<file path="src/rtl/top_down_counter.sv">
// -----------------------------------------------------------------------------
// top_down_counter
//   Board-level 4-bit down counter with a loadable start value, run/pause
//   control and optional auto-reload. A free-running prescaler produces one
//   count tick every 2^DIV_BITS clocks while the counter is active.
//
// Ports
//   init_clk  in   1   only clock, all state updates on its rising edge
//   reset     in   1   asynchronous, active-low
//   SW        in  10   switches (async): [3:0] load value, [4] load strobe,
//                      [5] run, [6] auto-reload, [9:7] unused
//   LED       out 10   [3:0] count, [4] DONE, [5] RUN, [9:6] reload register
// -----------------------------------------------------------------------------
module top_down_counter #(
  parameter int DIV_BITS = 25
) (
  input  logic       init_clk,
  input  logic       reset,
  input  logic [9:0] SW,
  output logic [9:0] LED
);

  typedef enum logic [1:0] {
    IDLE = 2'd0,
    RUN  = 2'd1,
    DONE = 2'd2
  } state_t;

  state_t              state, state_nxt;
  logic [3:0]          count, count_nxt;
  logic [3:0]          reload, reload_nxt;
  logic [DIV_BITS-1:0] presc, presc_nxt;

  logic [6:0] sw_p0, sw_p1;
  logic       ld_p2;
  logic       smp_vld;
  logic       ld_armed;

  logic       load_pulse;
  logic       run_s;
  logic       auto_s;
  logic [3:0] ld_val;
  logic       tick;

  logic       unused_sw;
  assign unused_sw = ^SW[9:7];

  // Stage p0/p1: two-flop synchronizer; p2: extra flop on the strobe for
  // rising-edge detection.
  // ld_armed only sets once a genuine post-reset sample of the strobe has
  // been seen low, so a strobe held high through reset release cannot
  // masquerade as a rising edge against the reset-zero flops.
  always_ff @(posedge init_clk or negedge reset) begin
    if (!reset) begin
      sw_p0    <= '0;
      sw_p1    <= '0;
      ld_p2    <= 1'b0;
      smp_vld  <= 1'b0;
      ld_armed <= 1'b0;
    end else begin
      sw_p0    <= SW[6:0];
      sw_p1    <= sw_p0;
      ld_p2    <= sw_p1[4];
      smp_vld  <= 1'b1;
      ld_armed <= ld_armed | (smp_vld & ~sw_p0[4]);
    end
  end

  assign load_pulse = ld_armed & sw_p1[4] & ~ld_p2;
  assign run_s      = sw_p1[5];
  assign auto_s     = sw_p1[6];
  assign ld_val     = sw_p1[3:0];
  assign tick       = &presc;

  // State register (FSM state plus the count, reload and prescaler it owns)
  always_ff @(posedge init_clk or negedge reset) begin
    if (!reset) begin
      state  <= IDLE;
      count  <= '0;
      reload <= '0;
      presc  <= '0;
    end else begin
      state  <= state_nxt;
      count  <= count_nxt;
      reload <= reload_nxt;
      presc  <= presc_nxt;
    end
  end

  // Next-state logic. A load pulse overrides everything else that cycle,
  // including a coincident tick; run=0 overrides a coincident tick in RUN.
  always_comb begin
    state_nxt  = state;
    count_nxt  = count;
    reload_nxt = reload;
    presc_nxt  = presc + DIV_BITS'(1);
    if (load_pulse) begin
      count_nxt  = ld_val;
      reload_nxt = ld_val;
      presc_nxt  = '0;
      if (state == DONE) state_nxt = IDLE;
    end else begin
      case (state)
        IDLE: begin
          // Holding the prescaler at 0 here makes every IDLE->RUN entry
          // (including resume after pause) wait a full period for its tick.
          presc_nxt = '0;
          if (run_s) state_nxt = (count != 4'd0) ? RUN : DONE;
        end
        RUN: begin
          if (!run_s) begin
            state_nxt = IDLE;
          end else if (tick) begin
            // A count of 0 can reach RUN via a load of 0; never wrap.
            if (count <= 4'd1) begin
              count_nxt = 4'd0;
              state_nxt = DONE;
            end else begin
              count_nxt = count - 4'd1;
            end
          end
        end
        DONE: begin
          if (!run_s) begin
            state_nxt = IDLE;
          end else if (auto_s && tick && (reload != 4'd0)) begin
            count_nxt = reload;
            state_nxt = RUN;
          end
        end
        default: begin
          state_nxt = IDLE;
          presc_nxt = '0;
        end
      endcase
    end
  end

  // Outputs decode registered state only; SW never reaches LED combinationally.
  always_comb begin
    LED = {reload, (state == RUN), (state == DONE), count};
  end

endmodule

</file>
<file path="config.mk">
export PLATFORM = sky130hd
export DESIGN_NAME = top_down_counter
export DESIGN_NICKNAME = d
export VERILOG_FILES = /design/src/rtl/top_down_counter.sv
export SDC_FILE = /design/constraint.sdc
export NUM_CORES = 1
export LEC_CHECK = 0
export CAP_MARGIN = 0
export CORE_MARGIN = 5
export CORE_UTILIZATION = 50
export CTS_CLUSTER_DIAMETER = 150
export CTS_CLUSTER_SIZE = 20
export DETAILED_ROUTE_END_ITERATION = 6
export GPL_TIMING_DRIVEN = 0
export HOLD_SLACK_MARGIN = 0.05
export PLACE_DENSITY_LB_ADDON = 0.08
export SLEW_MARGIN = 20
export SYNTH_ARGS = -nofsm -noshare
export SYNTH_HDL_FRONTEND = slang
export SYNTH_SLANG_ARGS = --single-unit
export TNS_END_PERCENT = 1
</file>
<file path="constraint.sdc">
create_clock -name init_clk -period 3.45 [get_ports init_clk]
set_input_delay 0.69 -clock init_clk [delete_from_list [all_inputs] [get_ports init_clk]]
set_output_delay 0.69 -clock init_clk [all_outputs]
set_load 0.01 [all_outputs]
</file>
Yosys cells after proc, flatten, opt, wreduce, memory -nomap -nowiden
Cells that the tools add are included.
- output and inout bits: 10
- flip-flop bits (word level): 52
- logic and storage cells: 58
- bits of input ports: 12
- reduce and logical (&&, ||, !) cells: 10
- add/sub/neg operators: 2
- bitwise gates (word level): 6
- equality and inequality tests: 11
- $lt $le $gt $ge: 1
- muxes and demuxes: 19
- operators by type and width (operator ; number):
    $mux W25 ; 2
    $add A25 B1 Y25 const B ; 1
    $reduce_and A25 Y1 ; 1
    $mux W4 ; 6
    $mux W2 ; 9
    $ne A3 B1 Y1 const B ; 4
    $ne A4 B2 Y1 const B ; 3
    $reduce_and A5 Y1 ; 2
    $pmux W4 S2 ; 1
    $reduce_bool A4 Y1 ; 2
    $pmux W2 S3 ; 1
    $le A4 B1 Y1 const B ; 1
    $sub A4 B1 Y4 const B ; 1
    $and A1 B1 Y1 ; 3
    $ne A3 B3 Y1 const B ; 1
    $reduce_bool A3 Y1 ; 1
    $eq A2 B1 Y1 const B ; 1
    $eq A2 B2 Y1 const B ; 1
    $logic_and A1 B1 Y1 ; 2
    $logic_not A2 Y1 ; 1
    $ne A2 B2 Y1 const B ; 1
    $not A1 Y1 ; 2
    $reduce_or A2 Y1 ; 1
    $or A1 B1 Y1 ; 1

Depth between registers and ports, before layout
- depth after elaboration: 7
- mapped depth: 7
- gate-level depth less buffers: 7

Worst setup path after synthesis
No wires, ideal clock.
- path kind: reg2reg
- start: reg reload[2]
- end: reg count[0]
- stages on the path, launching flop included: 6
- slack: 1545 ps
- data required time: 3325 ps
- arrival: 1780 ps
- setup time: 125 ps
- path buffers: 0
- clock period less this slack: 1905 ps
- path through: dfrtp_1 > o41ai_2 > nand2_1 > and3_1 > a221o_2 > mux2_4
- longest elaborated chain between the ends: 4
- ends and longest elaborated chain (item ; RTL line ; source):
    start, declared ; 31 ; logic [3:0] reload, reload_nxt;
    start signal, assigned ; 85 ; reload <= reload_nxt;
    $reduce_bool A4 Y1 ; 126 ; end else if (auto_s && tick && (reload != 4'd0)) begin
    $logic_and A1 B1 Y1 ; 126 ;
    $ne A3 B1 Y1 (no source line) ; - ;
    $reduce_and A5 Y1 (no source line) ; - ;
    end signal, assigned ; 84 ; count <= count_nxt;
    end, declared ; 30 ; logic [3:0] count, count_nxt;
No other way between the ends.
A chain may end at the register's enable or synchronous reset.

Worst setup path in the final report
- start: reg state[0]
- end: out LED[4]
- longest elaborated chain between the ends: 1
- ends and longest elaborated chain (item ; RTL line ; source):
    start, declared ; 29 ; state_t state, state_nxt;
    start signal, assigned ; 83 ; state <= state_nxt;
    $eq A2 B2 Y1 ; 141 ; LED = {reload, (state == RUN), (state == DONE), count};
    end, declared ; 20 ; output logic [9:0] LED
No other way between the ends.

==> metrics.txt <==
VDD IR-drop max ~0.40 mV; Clk Latency, worst-skew pair around 300 ps; WL met1 2088 um; fraction of layout cells with a size suffix above 1 under 10%; critical path class flop to primary output; Initial Util between 50% and 60%; Critical Path Sink Type primary output; Die Area slightly above 6000 um2; post-synth top area cell dfrtp_1; post-detailed-placement half-perimeter wirelength ~2900 um; Iteration-0 DRC Markers just under 80; Ports 22; CP Data Arrival Time between 1500 and 2000 ps; reg2reg end count[0]$_DFFE_PN0P_; layout overhead on the synthesized area 15.49%; share of the synthesized area in the top cell type between 50% and 60%; # DRC 0; worst r2r src presc[0]$_DFF_PN0_; width of the die ~80 um; Hold Path Sink sw_p1[2]$_DFF_PN0_; period utilization roughly 69%; Netlist Area Pre-Place between 2000 and 2500 um2; Post-DRT Antenna Nets 0; number of inserted diodes 0; max-slew violation count 0; drt via density between 5 and 6; total power around 1.8 mW; Leak 1.155 nW; min cycle time layout ~2400 ps; Rows 25; Final Setup Violations 0; Setup Skew about 8.6 ps; DR WL met2 1806 um; Sink Count 52; H-tree depth 2; first-pass GRT wire length about 7400 um; fmax around 420 MHz; asr flop ratio synth 100.0%; dominant cells by area after synthesis dfrtp_1 (55%), nand2_1 (4.4%), xnor2_1 (4.4%), ha_1 (3.7%), nor2_1 (3.6%); RSZ-0062 raised after global routing false; R2R depth 6; CORE AREA between 4000 and 5000 um2; Yosys reg bits 52; Yosys cell types 37; Ys Warns 0; deepest clock path buffer count 2; top_reg_cell synth dfrtp_1; max_cap viols 0; largest net degree at the start of global routing 53; global route total overflow 0; hold crit path type flop to flop; Post-CTS Resized 0; endpoints failing hold 0; vias in the first global route 1627; Post-CTS Setup Bufs 0; CTS root buf clkbuf_8; initial antenna violation count 0; Syn Area/Cell 10.34 um2; outcome completed; DR WL met3 between 200 and 250 um; drt wl/cell between 10 and 15 um; Final GP Congestion 0.7329; DRT Pass-1 Iters 4; Via Count around 1700; flop-to-flop setup slack around 1300 ps; total track usage between 10% and 20%; Worst-Margin Slew slightly above 600 ps; TritonCTS Buffers 5; Cells after Synth between 200 and 250; Hold WS around 350 ps; clock slew seen by the registers of the worst setup and hold paths 90 ps; Crit Path Max Fanout 6; Worst setup SP type flop; DR top layer met4; PD cells around 650 nW/um2; hold_buf cts 0; fillers 395; Worst EP required roughly 2800 ps; nets 273; hold path depth 0; setup TNS 0 ps; Slew headroom slightly below 60%; CTS tree yes; sequential-to-total area share from yosys stat a little over half; syn_nets around 250; EDFF count, synth 0; Min-Delay Startpoint sw_p0[2]$_DFF_PN0_; PortBufs 18; Detailed Route WL 4144 um; Die Y 78.81 um
## cell usage after synthesis, drive strengths merged, types with 7 or more instances
cell and number:
nand3 7, o21ai 16, nor3 9, nor2 23
inv 13, nand2 28, a21oi 7, or3 8
xnor2 12, dfrtp 52, ha 7
## worst max path at each step
stage / from / endpoint / slack [ps] / depth (start not counted)
after global placement: reset / presc[18]$_DFF_PN0_ / 180 / 1
final: state[0]$_DFFE_PN0P_ / LED[4] / 1070 / 3
after floorplan: reload[2]$_DFFE_PN0P_ / count[0]$_DFFE_PN0P_ / 1540 / 5
after CTS: state[0]$_DFFE_PN0P_ / LED[4] / 1060 / 3
after global routing: state[0]$_DFFE_PN0P_ / LED[4] / 990 / 3
after detailed placement: presc[0]$_DFF_PN0_ / count[0]$_DFFE_PN0P_ / 1350 / 6
## layout by cell type (no fill, tap or decap), drive strengths merged, types with 8 or more instances in the layout
cell / n
clkbuf: 11
clkdlybuf4s50: 17
dfrtp: 52
inv: 13
nand2: 28
nor2: 23
nor3: 9
o21ai: 16
or3: 8
xnor2: 12
## where the power goes
part | internal (mW) | total [mW] | leakage [nW] | switching (mW)
clock network | 0.237 | 0.429 | 0.0614 | 0.192
logic | 0.288 | 0.612 | 0.427 | 0.325
registers | 0.672 | 0.737 | 0.667 | 0.0650
## sequential cells by signal, indices dropped and copies added (netlist names)
register  cells
presc        25
ld_armed      1
reload        4
ld_p2         1
sw_p1         7
smp_vld       1
state         2
count         4
sw_p0         7
## metrics by stage
step | util [%] | instances | instance area, um2 | setup WS (ps)
6_report | 58.66 | 309 | 2734 | 1072
5_1_grt | 58.66 | 309 | 2734 | 992.0
4_1_cts | 58.66 | 309 | 2734 | 1059
3_5_place_dp | 56.05 | 301 | 2613 | 1347
3_3_place_gp | 56.11 | 301 | 2615 | 175.1
2_1_floorplan | - | 229 | 2367 | 1545
## kinds of logic after synthesis
family | synth area share (%)
AOI/OAI and AO/OA | 9.568
muxes | 2.960
buffers and inverters | 3.066
xor gates and xnor gates | 6.290
and+or+nand+nor | 19.29
DFF | 54.97
other | 0.1584
adders and majority gates | 3.700
## cell type report
cell class | instances | area [um2] | share of cell area, %
repair buffers | 18 | 177.7 | 6.499
well taps | 54 | 67.56 | 2.471
flip-flops and latches | 52 | 1301 | 47.60
clock buffers | 6 | 82.58 | 3.021
clock inverters | 2 | 38.79 | 1.419
plain buffers | 6 | 23.77 | 0.8696
multi-input cells | 158 | 993.5 | 36.34
inverters | 13 | 48.80 | 1.785
## worst max-delay path: stages, from the launching register on
cell and delay [ps]:
dfrtp_1 430, inv_1 100, ha_1 280, clkdlybuf4s50_1 580
## layer usage
metal / up-vias / GRT usage [%]
met2: 36 / 23.17
met3: 5 / 3.175
met5: - / 0
met4: 0 / 4.895
li1: 831 / -
met1: 784 / 21.22
Power figures use the tool's default switching activity.
